## config.mk

```make
export PLATFORM = sky130hd
export DESIGN_NAME = render_shape_setup_flat
export DESIGN_NICKNAME = d
export VERILOG_FILES = /design/src/rtl/render_shape_setup_if.sv /design/src/rtl/render_shape_setup.sv /design/src/flat_wrapper.sv
export SDC_FILE = /design/constraint.sdc
export NUM_CORES = 2
export LEC_CHECK = 0
export BUFFER_PORTS_ARGS = -buffer_cell sky130_fd_sc_hd__clkbuf_2
export CAP_MARGIN = 10
export CORE_MARGIN = 1.5
export CORE_UTILIZATION = 65
export CTS_BUF_LIST = sky130_fd_sc_hd__clkbuf_4 sky130_fd_sc_hd__clkbuf_8
export DETAILED_ROUTE_END_ITERATION = 7
export HOLD_SLACK_MARGIN = 0.06
export PLACE_DENSITY = 0.86
export SLEW_MARGIN = 20
export SYNTH_ARGS = -nofsm -noshare
export SYNTH_HDL_FRONTEND = slang
export SYNTH_SLANG_ARGS = --single-unit
```

## constraint.sdc

```tcl
create_clock -name clk -period 27.3 [get_ports clk]
set_input_delay 1.365 -clock clk [delete_from_list [all_inputs] [get_ports clk]]
set_output_delay 1.365 -clock clk [all_outputs]
set_load 0.01 [all_outputs]
```

## src/rtl/render_shape_setup_if.sv

```systemverilog
// Pose-table write port of render_shape_setup: the game/CPU side is the master.
// A pose is written on the rising edge where cfg_valid && cfg_ready; cfg_ready is low only while a computation runs.
interface render_shape_setup_if #(
    parameter int N_SHAPES   = 7,
    parameter int INT_BITS   = 12,
    parameter int ANGLE_BITS = 6
);
    localparam int IDX_W = (N_SHAPES > 1) ? $clog2(N_SHAPES) : 1;

    logic                  cfg_valid;
    logic                  cfg_ready;
    logic [IDX_W-1:0]      cfg_idx;
    logic [INT_BITS-1:0]   cfg_px;
    logic [INT_BITS-1:0]   cfg_py;
    logic [ANGLE_BITS-1:0] cfg_angle;
    logic [INT_BITS-1:0]   cfg_ty;
    logic [INT_BITS-1:0]   cfg_size;

    modport master (
        output cfg_valid, cfg_idx, cfg_px, cfg_py, cfg_angle, cfg_ty, cfg_size,
        input  cfg_ready
    );

    modport slave (
        input  cfg_valid, cfg_idx, cfg_px, cfg_py, cfg_angle, cfg_ty, cfg_size,
        output cfg_ready
    );
endinterface

```

## src/rtl/render_shape_setup.sv

```systemverilog
// Per-frame parameter generator for the shape rasterisers: pose table in, double-buffered
// sin/cos/ix/iy bank out, computed during vblank with a single shared multiplier.
module render_shape_setup #(
    parameter int N_SHAPES       = 7,
    parameter int ANGLE_BITS     = 6,
    parameter int INT_BITS       = 12,
    parameter int FLOAT_BITS     = 24,
    parameter int FLOAT_DCM_BITS = 12
) (
    input  logic                           clk,
    input  logic                           rst_n,
    render_shape_setup_if.slave            cfg,
    input  logic                           start,
    input  logic                           newframe,
    output logic                           busy,
    output logic                           done,
    output logic [N_SHAPES*INT_BITS-1:0]   out_ty,
    output logic [N_SHAPES*INT_BITS-1:0]   out_size,
    output logic [N_SHAPES*FLOAT_BITS-1:0] out_sin,
    output logic [N_SHAPES*FLOAT_BITS-1:0] out_cos,
    output logic [N_SHAPES*FLOAT_BITS-1:0] out_ix,
    output logic [N_SHAPES*FLOAT_BITS-1:0] out_iy,
    output logic [2:0]                     dbg_state
);
    localparam int IDX_W  = (N_SHAPES > 1) ? $clog2(N_SHAPES) : 1;
    localparam int ONE    = 1 << FLOAT_DCM_BITS;
    localparam int QW     = ANGLE_BITS - 2;
    localparam int QMAX   = 1 << QW;
    localparam int PROD_W = INT_BITS + 1 + FLOAT_BITS;
    localparam int ACC_W  = PROD_W + 1;
    localparam logic [IDX_W-1:0] LAST = IDX_W'(N_SHAPES - 1);

    typedef enum logic [2:0] {
        S_IDLE  = 3'd0,
        S_LOAD  = 3'd1,
        S_MUL0  = 3'd2,
        S_MUL1  = 3'd3,
        S_MUL2  = 3'd4,
        S_MUL3  = 3'd5,
        S_WRITE = 3'd6
    } state_t;

    state_t state_q, state_d;
    logic   load_en, last_write, start_acc, swap;

    logic [IDX_W-1:0] k_q;
    logic             pending_valid, done_q;

    logic [INT_BITS-1:0]   sh_px    [N_SHAPES];
    logic [INT_BITS-1:0]   sh_py    [N_SHAPES];
    logic [ANGLE_BITS-1:0] sh_angle [N_SHAPES];
    logic [INT_BITS-1:0]   sh_ty    [N_SHAPES];
    logic [INT_BITS-1:0]   sh_size  [N_SHAPES];

    logic [INT_BITS-1:0]   pend_ty   [N_SHAPES];
    logic [INT_BITS-1:0]   pend_size [N_SHAPES];
    logic [FLOAT_BITS-1:0] pend_sin  [N_SHAPES];
    logic [FLOAT_BITS-1:0] pend_cos  [N_SHAPES];
    logic [FLOAT_BITS-1:0] pend_ix   [N_SHAPES];
    logic [FLOAT_BITS-1:0] pend_iy   [N_SHAPES];

    logic [INT_BITS-1:0]   act_ty   [N_SHAPES];
    logic [INT_BITS-1:0]   act_size [N_SHAPES];
    logic [FLOAT_BITS-1:0] act_sin  [N_SHAPES];
    logic [FLOAT_BITS-1:0] act_cos  [N_SHAPES];
    logic [FLOAT_BITS-1:0] act_ix   [N_SHAPES];
    logic [FLOAT_BITS-1:0] act_iy   [N_SHAPES];

    logic [INT_BITS-1:0]   cur_px, cur_py, cur_ty, cur_size;
    logic [FLOAT_BITS-1:0] cur_sin, cur_cos;
    logic signed [ACC_W-1:0] acc_x, acc_y;

    // Quarter-wave table round(sin(k*2pi/64) * 4096); entries assume 6 angle bits and 12 fraction bits.
    function automatic logic [FLOAT_BITS-1:0] quarter(input logic [QW:0] i);
        int v;
        case (int'(i))
            0:       v = 0;
            1:       v = 401;
            2:       v = 799;
            3:       v = 1189;
            4:       v = 1567;
            5:       v = 1931;
            6:       v = 2276;
            7:       v = 2598;
            8:       v = 2896;
            9:       v = 3166;
            10:      v = 3406;
            11:      v = 3612;
            12:      v = 3784;
            13:      v = 3920;
            14:      v = 4017;
            15:      v = 4076;
            default: v = ONE;
        endcase
        return FLOAT_BITS'(v);
    endfunction

    // ---------------- FSM ----------------
    assign busy           = (state_q != S_IDLE);
    assign cfg.cfg_ready  = !busy;
    assign done           = done_q;
    assign dbg_state      = state_q;
    assign start_acc      = (state_q == S_IDLE) && start;
    // A bank finished this cycle is not swappable until done has dropped.
    assign swap           = newframe && pending_valid && !done_q;

    always_ff @(posedge clk or negedge rst_n) begin
        if (!rst_n) state_q <= S_IDLE;
        else        state_q <= state_d;
    end

    // The IDLE cycle that accepts start doubles as the LOAD of shape 0.
    always_comb begin
        state_d    = state_q;
        load_en    = 1'b0;
        last_write = 1'b0;
        case (state_q)
            S_IDLE: begin
                if (start) begin
                    load_en = 1'b1;
                    state_d = S_MUL0;
                end
            end
            S_LOAD: begin
                load_en = 1'b1;
                state_d = S_MUL0;
            end
            S_MUL0:  state_d = S_MUL1;
            S_MUL1:  state_d = S_MUL2;
            S_MUL2:  state_d = S_MUL3;
            S_MUL3:  state_d = S_WRITE;
            S_WRITE: begin
                if (k_q == LAST) begin
                    last_write = 1'b1;
                    state_d    = S_IDLE;
                end else begin
                    state_d = S_LOAD;
                end
            end
            default: state_d = S_IDLE;
        endcase
    end

    // ---------------- trig lookup ----------------
    logic [ANGLE_BITS-1:0] ang;
    logic [1:0]            quad;
    logic [QW:0]           fine;
    logic [FLOAT_BITS-1:0] q_lo, q_hi, lut_sin, lut_cos;

    assign ang  = sh_angle[k_q];
    assign quad = ang[ANGLE_BITS-1 -: 2];
    assign fine = {1'b0, ang[QW-1:0]};
    assign q_lo = quarter(fine);
    assign q_hi = quarter((QW+1)'(QMAX) - fine);

    always_comb begin
        lut_sin = q_lo;
        lut_cos = q_hi;
        case (quad)
            2'd0: begin lut_sin = q_lo;  lut_cos = q_hi;  end
            2'd1: begin lut_sin = q_hi;  lut_cos = -q_lo; end
            2'd2: begin lut_sin = -q_lo; lut_cos = -q_hi; end
            default: begin lut_sin = -q_hi; lut_cos = q_lo; end
        endcase
    end

    // ---------------- shared multiplier ----------------
    logic [INT_BITS-1:0]     mul_a;
    logic [FLOAT_BITS-1:0]   mul_b;
    logic signed [PROD_W-1:0] a_ext, b_ext, prod;
    logic signed [ACC_W-1:0]  prod_ext;

    assign mul_a    = (state_q == S_MUL0 || state_q == S_MUL2) ? cur_px  : cur_py;
    assign mul_b    = (state_q == S_MUL0 || state_q == S_MUL3) ? cur_cos : cur_sin;
    assign a_ext    = {{(FLOAT_BITS+1){1'b0}}, mul_a};
    assign b_ext    = {{(INT_BITS+1){mul_b[FLOAT_BITS-1]}}, mul_b};
    assign prod     = a_ext * b_ext;
    assign prod_ext = {prod[PROD_W-1], prod};

    logic unused_acc_hi;
    assign unused_acc_hi = ^{acc_x[ACC_W-1:FLOAT_BITS], acc_y[ACC_W-1:FLOAT_BITS]};

    // ---------------- pose table ----------------
    always_ff @(posedge clk or negedge rst_n) begin
        if (!rst_n) begin
            for (int i = 0; i < N_SHAPES; i++) begin
                sh_px[i] <= '0; sh_py[i] <= '0; sh_angle[i] <= '0;
                sh_ty[i] <= '0; sh_size[i] <= '0;
            end
        end else if (cfg.cfg_valid && cfg.cfg_ready && (int'(cfg.cfg_idx) < N_SHAPES)) begin
            sh_px[cfg.cfg_idx]    <= cfg.cfg_px;
            sh_py[cfg.cfg_idx]    <= cfg.cfg_py;
            sh_angle[cfg.cfg_idx] <= cfg.cfg_angle;
            sh_ty[cfg.cfg_idx]    <= cfg.cfg_ty;
            sh_size[cfg.cfg_idx]  <= cfg.cfg_size;
        end
    end

    // ---------------- per-shape datapath ----------------
    always_ff @(posedge clk or negedge rst_n) begin
        if (!rst_n) begin
            k_q <= '0; cur_px <= '0; cur_py <= '0; cur_ty <= '0; cur_size <= '0;
            cur_sin <= '0; cur_cos <= '0; acc_x <= '0; acc_y <= '0;
            done_q <= 1'b0; pending_valid <= 1'b0;
        end else begin
            done_q <= last_write;
            if (last_write)                pending_valid <= 1'b1;
            else if (start_acc || swap)    pending_valid <= 1'b0;

            if (load_en) begin
                cur_px   <= sh_px[k_q];
                cur_py   <= sh_py[k_q];
                cur_ty   <= sh_ty[k_q];
                cur_size <= sh_size[k_q];
                cur_sin  <= lut_sin;
                cur_cos  <= lut_cos;
            end
            case (state_q)
                S_MUL0:  acc_x <= -prod_ext;
                S_MUL1:  acc_x <= acc_x + prod_ext;
                S_MUL2:  acc_y <= -prod_ext;
                S_MUL3:  acc_y <= acc_y - prod_ext;
                S_WRITE: k_q   <= last_write ? '0 : k_q + 1'b1;
                default: ;
            endcase
        end
    end

    // ---------------- pending / active banks ----------------
    always_ff @(posedge clk or negedge rst_n) begin
        if (!rst_n) begin
            for (int i = 0; i < N_SHAPES; i++) begin
                pend_ty[i] <= '0; pend_size[i] <= '0; pend_sin[i] <= '0;
                pend_cos[i] <= '0; pend_ix[i] <= '0; pend_iy[i] <= '0;
                act_ty[i] <= '0; act_size[i] <= '0; act_sin[i] <= '0;
                act_cos[i] <= '0; act_ix[i] <= '0; act_iy[i] <= '0;
            end
        end else begin
            if (state_q == S_WRITE) begin
                pend_ty[k_q]   <= cur_ty;
                pend_size[k_q] <= cur_size;
                pend_sin[k_q]  <= cur_sin;
                pend_cos[k_q]  <= cur_cos;
                pend_ix[k_q]   <= acc_x[FLOAT_BITS-1:0];
                pend_iy[k_q]   <= acc_y[FLOAT_BITS-1:0];
            end
            if (swap) begin
                for (int i = 0; i < N_SHAPES; i++) begin
                    act_ty[i] <= pend_ty[i]; act_size[i] <= pend_size[i];
                    act_sin[i] <= pend_sin[i]; act_cos[i] <= pend_cos[i];
                    act_ix[i] <= pend_ix[i]; act_iy[i] <= pend_iy[i];
                end
            end
        end
    end

    for (genvar g = 0; g < N_SHAPES; g++) begin : g_out
        assign out_ty[g*INT_BITS +: INT_BITS]       = act_ty[g];
        assign out_size[g*INT_BITS +: INT_BITS]     = act_size[g];
        assign out_sin[g*FLOAT_BITS +: FLOAT_BITS]  = act_sin[g];
        assign out_cos[g*FLOAT_BITS +: FLOAT_BITS]  = act_cos[g];
        assign out_ix[g*FLOAT_BITS +: FLOAT_BITS]   = act_ix[g];
        assign out_iy[g*FLOAT_BITS +: FLOAT_BITS]   = act_iy[g];
    end
endmodule
```

## src/flat_wrapper.sv

```systemverilog
// flat-port wrapper written by rule: the top's interface ports become plain ports
module render_shape_setup_flat 
#(
    parameter int N_SHAPES       = 7,
    parameter int ANGLE_BITS     = 6,
    parameter int INT_BITS       = 12,
    parameter int FLOAT_BITS     = 24,
    parameter int FLOAT_DCM_BITS = 12
)
  (clk, rst_n, start, newframe, busy, done, out_ty, out_size, out_sin, out_cos, out_ix, out_iy, dbg_state, cfg_cfg_valid, cfg_cfg_idx, cfg_cfg_px, cfg_cfg_py, cfg_cfg_angle, cfg_cfg_ty, cfg_cfg_size, cfg_cfg_ready);
  render_shape_setup_if #(.N_SHAPES(N_SHAPES), .INT_BITS(INT_BITS), .ANGLE_BITS(ANGLE_BITS)) cfg_i ();
  input  logic clk;
  input  logic rst_n;
  input  logic start;
  input  logic newframe;
  output logic busy;
  output logic done;
  output logic [N_SHAPES*INT_BITS-1:0] out_ty;
  output logic [N_SHAPES*INT_BITS-1:0] out_size;
  output logic [N_SHAPES*FLOAT_BITS-1:0] out_sin;
  output logic [N_SHAPES*FLOAT_BITS-1:0] out_cos;
  output logic [N_SHAPES*FLOAT_BITS-1:0] out_ix;
  output logic [N_SHAPES*FLOAT_BITS-1:0] out_iy;
  output logic [2:0] dbg_state;
  input wire logic [$bits(cfg_i.cfg_valid)-1:0] cfg_cfg_valid;
  input wire logic [$bits(cfg_i.cfg_idx)-1:0] cfg_cfg_idx;
  input wire logic [$bits(cfg_i.cfg_px)-1:0] cfg_cfg_px;
  input wire logic [$bits(cfg_i.cfg_py)-1:0] cfg_cfg_py;
  input wire logic [$bits(cfg_i.cfg_angle)-1:0] cfg_cfg_angle;
  input wire logic [$bits(cfg_i.cfg_ty)-1:0] cfg_cfg_ty;
  input wire logic [$bits(cfg_i.cfg_size)-1:0] cfg_cfg_size;
  output wire logic [$bits(cfg_i.cfg_ready)-1:0] cfg_cfg_ready;
  assign cfg_i.cfg_valid = cfg_cfg_valid;
  assign cfg_i.cfg_idx = cfg_cfg_idx;
  assign cfg_i.cfg_px = cfg_cfg_px;
  assign cfg_i.cfg_py = cfg_cfg_py;
  assign cfg_i.cfg_angle = cfg_cfg_angle;
  assign cfg_i.cfg_ty = cfg_cfg_ty;
  assign cfg_i.cfg_size = cfg_cfg_size;
  assign cfg_cfg_ready = cfg_i.cfg_ready;
  render_shape_setup #(.N_SHAPES(N_SHAPES), .ANGLE_BITS(ANGLE_BITS), .INT_BITS(INT_BITS), .FLOAT_BITS(FLOAT_BITS), .FLOAT_DCM_BITS(FLOAT_DCM_BITS)) u_core (.clk(clk), .rst_n(rst_n), .cfg(cfg_i), .start(start), .newframe(newframe), .busy(busy), .done(done), .out_ty(out_ty), .out_size(out_size), .out_sin(out_sin), .out_cos(out_cos), .out_ix(out_ix), .out_iy(out_iy), .dbg_state(dbg_state));
endmodule
```

==> results_dict.tcl <==
set metrics [dict create \
    wire_per_inst_um 25.76 \
    ctsHtreeMaxLevel 5 \
    dp_hpwl_um 165500 \
    grt_use_met2_pct 54.94 \
    dp_cells 9246 \
    gr-max-usage-layer "met2" \
    ys_types 88 \
    cts-buffers-inserted 342 \
    max_slew.worst_pin.slew_ps 1129 \
    cp_data_required_time_ps 28160 \
    syn_to_final_growth_pct 13.82 \
    die_area_um2 145800 \
    fin_worst_skew_ps 93.17 \
    row_count 138 \
    grt_antenna_before_repair 33 \
    dp_slack_ps 17080 \
    rsz0062_at_grt "no" \
    clockRootBuffer "clkbuf_8" \
    drt-total-wl_um 253100 \
    gr-usage-met1_pct 43.85 \
    end_kind "flip-flop" \
    clk_latency_ps 1060 \
    syn_area_per_cell_um2 13.70 \
    drv_cap 0 \
    postLayoutCellArea_um2 106200 \
    max_freq_mhz 97.74 \
    critical_path_arrival_ps 11090 \
    startpoint_type "flip-flop" \
    drc 0 \
    drt_first_pass_iters 6 \
    grt_pass1_vias 63566 \
    cts_setup_buffers 0 \
    ir_worst_vdd_uv 273.8 \
    period_needed_ps 10230 \
    cts_repair_resize_count 0 \
    seq_area_frac_synth_pct 56.85 \
    dr_total_vias 60212 \
    setup_ws_ps 17070 \
    hold_buffers 0 \
    fin_tns_setup_ps 0 \
    synth_seq_cells 2120 \
    drv_slew 0 \
    power_density_nw_per_um2 129.6 \
    setup_violations 0 \
    tritoncts "yes" \
    gr-total-overflow 0 \
    syn_area_um2 93320 \
    area.sequential_um2 53060 \
    grt_max_degree 215 \
    timing.final.crit_share_pct 37.48 \
    hold_viol 0 \
    critPathMaxStageDelay_ps 740 \
    io_buffers 907 \
    maxSlewHeadroom_pct 22.58 \
    multiInputGateArea_um2 37530 \
    nNetsFinal 8034 \
    hold_class "input pin to asynchronous set/reset pin" \
    synth_edf_count 0 \
    max-clock-path-buffers 4 \
    drtAntennaViolNets 0 \
    synth_ff_type "dfrtp_1" \
    drtIter0Drc 4237 \
    num_io_pins 908 \
    core_area_um2 141900 \
    path_max_fanout 78 \
    layout.cells.non_filler 9827 \
    synth-async-reset-ratio_pct 100.0 \
    grt_first_pass_wirelength_um 382300 \
    status "finished, final reports clean" \
    cpMaxStageDelayCell "mux2i_1" \
    gp_congestion 0.9186 \
    drive_above_1_share_pct 45.85 \
    fill_cells 8558 \
    via_per_inst 6.127 \
    die_h_um 381.9 \
    place_area_um2 99200 \
    grt.total_usage_pct 34.51 \
    p_leak_uw 0.05588 \
    syn_inst 6809 \
    path_clk_slew_ps 70 \
    initial_core_util_pct 65.75 \
    path_class "flip-flop to flip-flop" \
    cts_sinks 2120 \
    die_width_um 381.9 \
    whs_ps 293.1 \
    grt_use_met3_pct 7.921 \
    syn-num-nets 7141 \
    yosysWarnings 0 \
]
-- routing by layer --
layer | up-vias | routed length [um]
met5 | - | 242
met4 | 38 | 15460
met3 | 702 | 17360
met2 | 2401 | 121100
met1 | 31529 | 98960
li1 | 25542 | -
-- worst paths after layout --
| check | from | end | slack, ps | cells past startpoint |
|---|---|---|---|---|
| min | rst_n | u_core.out_cos[26]$_DFFE_PN0P_ | 290 | 1 |
| max | u_core.dbg_state[0]$_DFFE_PN0P_ | u_core.acc_x[23]$_DFFE_PN0P_ | 17070 | 32 |
| min in group clk | u_core.pend_ix[3]$_DFFE_PN0P_ | u_core.out_ix[147]$_DFFE_PN0P_ | 430 | 1 |
| min reg2reg | u_core.pend_ix[3]$_DFFE_PN0P_ | u_core.out_ix[147]$_DFFE_PN0P_ | 430 | 1 |
| max in group asynchronous | rst_n | u_core.out_iy[21]$_DFFE_PN0P_ | 22010 | 6 |
| max reg2reg | u_core.dbg_state[0]$_DFFE_PN0P_ | u_core.acc_x[23]$_DFFE_PN0P_ | 17070 | 32 |
-- sequential cells by signal (all words and copies together), names as in the netlist, 21 cells and up --
| register | flops |
|---|---|
| u_core.acc_x | 24 |
| u_core.acc_y | 24 |
| u_core.cur_cos | 21 |
| u_core.cur_sin | 21 |
| u_core.out_cos | 147 |
| u_core.out_ix | 168 |
| u_core.out_iy | 168 |
| u_core.out_sin | 147 |
| u_core.out_size | 84 |
| u_core.out_ty | 84 |
| u_core.pend_cos | 147 |
| u_core.pend_ix | 168 |
| u_core.pend_iy | 168 |
| u_core.pend_sin | 147 |
| u_core.pend_size | 84 |
| u_core.pend_ty | 84 |
| u_core.sh_angle | 42 |
| u_core.sh_px | 84 |
| u_core.sh_py | 84 |
| u_core.sh_size | 84 |
| u_core.sh_ty | 84 |
-- where the power goes --
part	internal (uW)	switching [uW]	total (uW)
combinational	2860	4400	7260
clock	1540	1220	2770
sequential	3330	399	3730
-- critical path, delay by kind of cell, from the launching register on --
family / cells / cell delay [ps]
AOI/OAI and AO/OA: 11 / 2920
and+or+nand+nor: 4 / 800
xor gates and xnor gates: 1 / 190
buffers and inverters: 7 / 1760
DFF: 1 / 340
adders and majority gates: 7 / 3030
muxes: 2 / 980
-- per-stage QoR --
| step | total power [uW] | utilization, % |
|---|---|---|
| 2_1_floorplan | 9060 | - |
| 3_3_place_gp | 10690 | 69.89 |
| 3_5_place_dp | 10910 | 69.89 |
| 4_1_cts | 13700 | 74.75 |
| 5_1_grt | 14730 | 74.83 |
| 6_report | 13760 | 74.83 |
-- cell usage in the layout (no fill, tap or decap), types with 23 or more instances in the layout --
master,synthesis,routed
dfrtp_1,2120,2116
mux2_2,2007,2007
clkbuf_2,0,906
clkbuf_8,0,418
nand2_1,322,318
nor2_1,286,283
inv_1,268,268
o21ai_0,177,176
fa_1,160,160
a21oi_1,154,152
clkbuf_4,0,111
ha_1,110,110
mux2i_1,110,108
xnor2_1,82,82
buf_4,45,72
a221oi_1,43,43
a21o_1,39,39
a22oi_1,33,33
nand3_1,32,31
nand2b_1,30,29
a31oi_1,25,25
xor2_1,23,23
-- cells in the mapped netlist (9+ instances only) --
cell | number | area (um^2)
a21o_1 | 39 | 292.8
and3_1 | 15 | 93.84
clkbuf_1 | 328 | 1231
fa_1 | 160 | 3203
nand2b_1 | 30 | 187.7
a31oi_1 | 25 | 156.4
inv_1 | 268 | 1006
nand2_1 | 322 | 1209
buf_1 | 46 | 172.7
a22o_1 | 18 | 157.7
nand3_1 | 32 | 160.2
buf_4 | 45 | 337.8
o21ai_0 | 177 | 885.9
o21ai_1 | 16 | 80.08
xor2_1 | 23 | 201.4
a221oi_1 | 43 | 376.6
a22oi_1 | 33 | 247.7
nor3_1 | 26 | 130.1
mux2i_1 | 110 | 1101
xnor2_1 | 82 | 718.2
o31ai_1 | 10 | 75.07
nor2_1 | 286 | 1074
or3_1 | 14 | 87.58
ha_1 | 110 | 1376
a211oi_1 | 21 | 157.7
mux4_2 | 10 | 225.2
a21oi_1 | 154 | 770.7
and2_1 | 18 | 112.6
o22ai_1 | 9 | 56.30
mux2_2 | 2007 | 22600
a41oi_1 | 11 | 96.34
buf_2 | 20 | 100.1
o21a_1 | 24 | 180.2
nor2b_1 | 15 | 93.84
o211ai_1 | 21 | 157.7
dfrtp_1 | 2120 | 53050
-- layout make-up --
cell class | instances | area share (%)
flip-flops and latches | 2120 | 49.96
multi-input cells | 3974 | 35.33
clock buffers | 529 | 6.201
repair buffers | 991 | 5.004
well taps | 1890 | 2.227
inverters | 273 | 0.9648
clock inverters | 39 | 0.2863
diodes | 11 | 0.02592
-- cells by family after synthesis --
| logic type | count (synthesis) | share of synthesized area, % |
|---|---|---|
| AOI/OAI and AO/OA | 659 | 4.571 |
| xor gates and xnor gates | 108 | 1.057 |
| adders and majority gates | 273 | 4.940 |
| buffers and inverters | 715 | 3.108 |
| DFF | 2120 | 56.85 |
| muxes | 2137 | 25.78 |
| and+or+nand+nor | 797 | 3.698 |
Note: power is estimated with default switching activity, not from simulation.
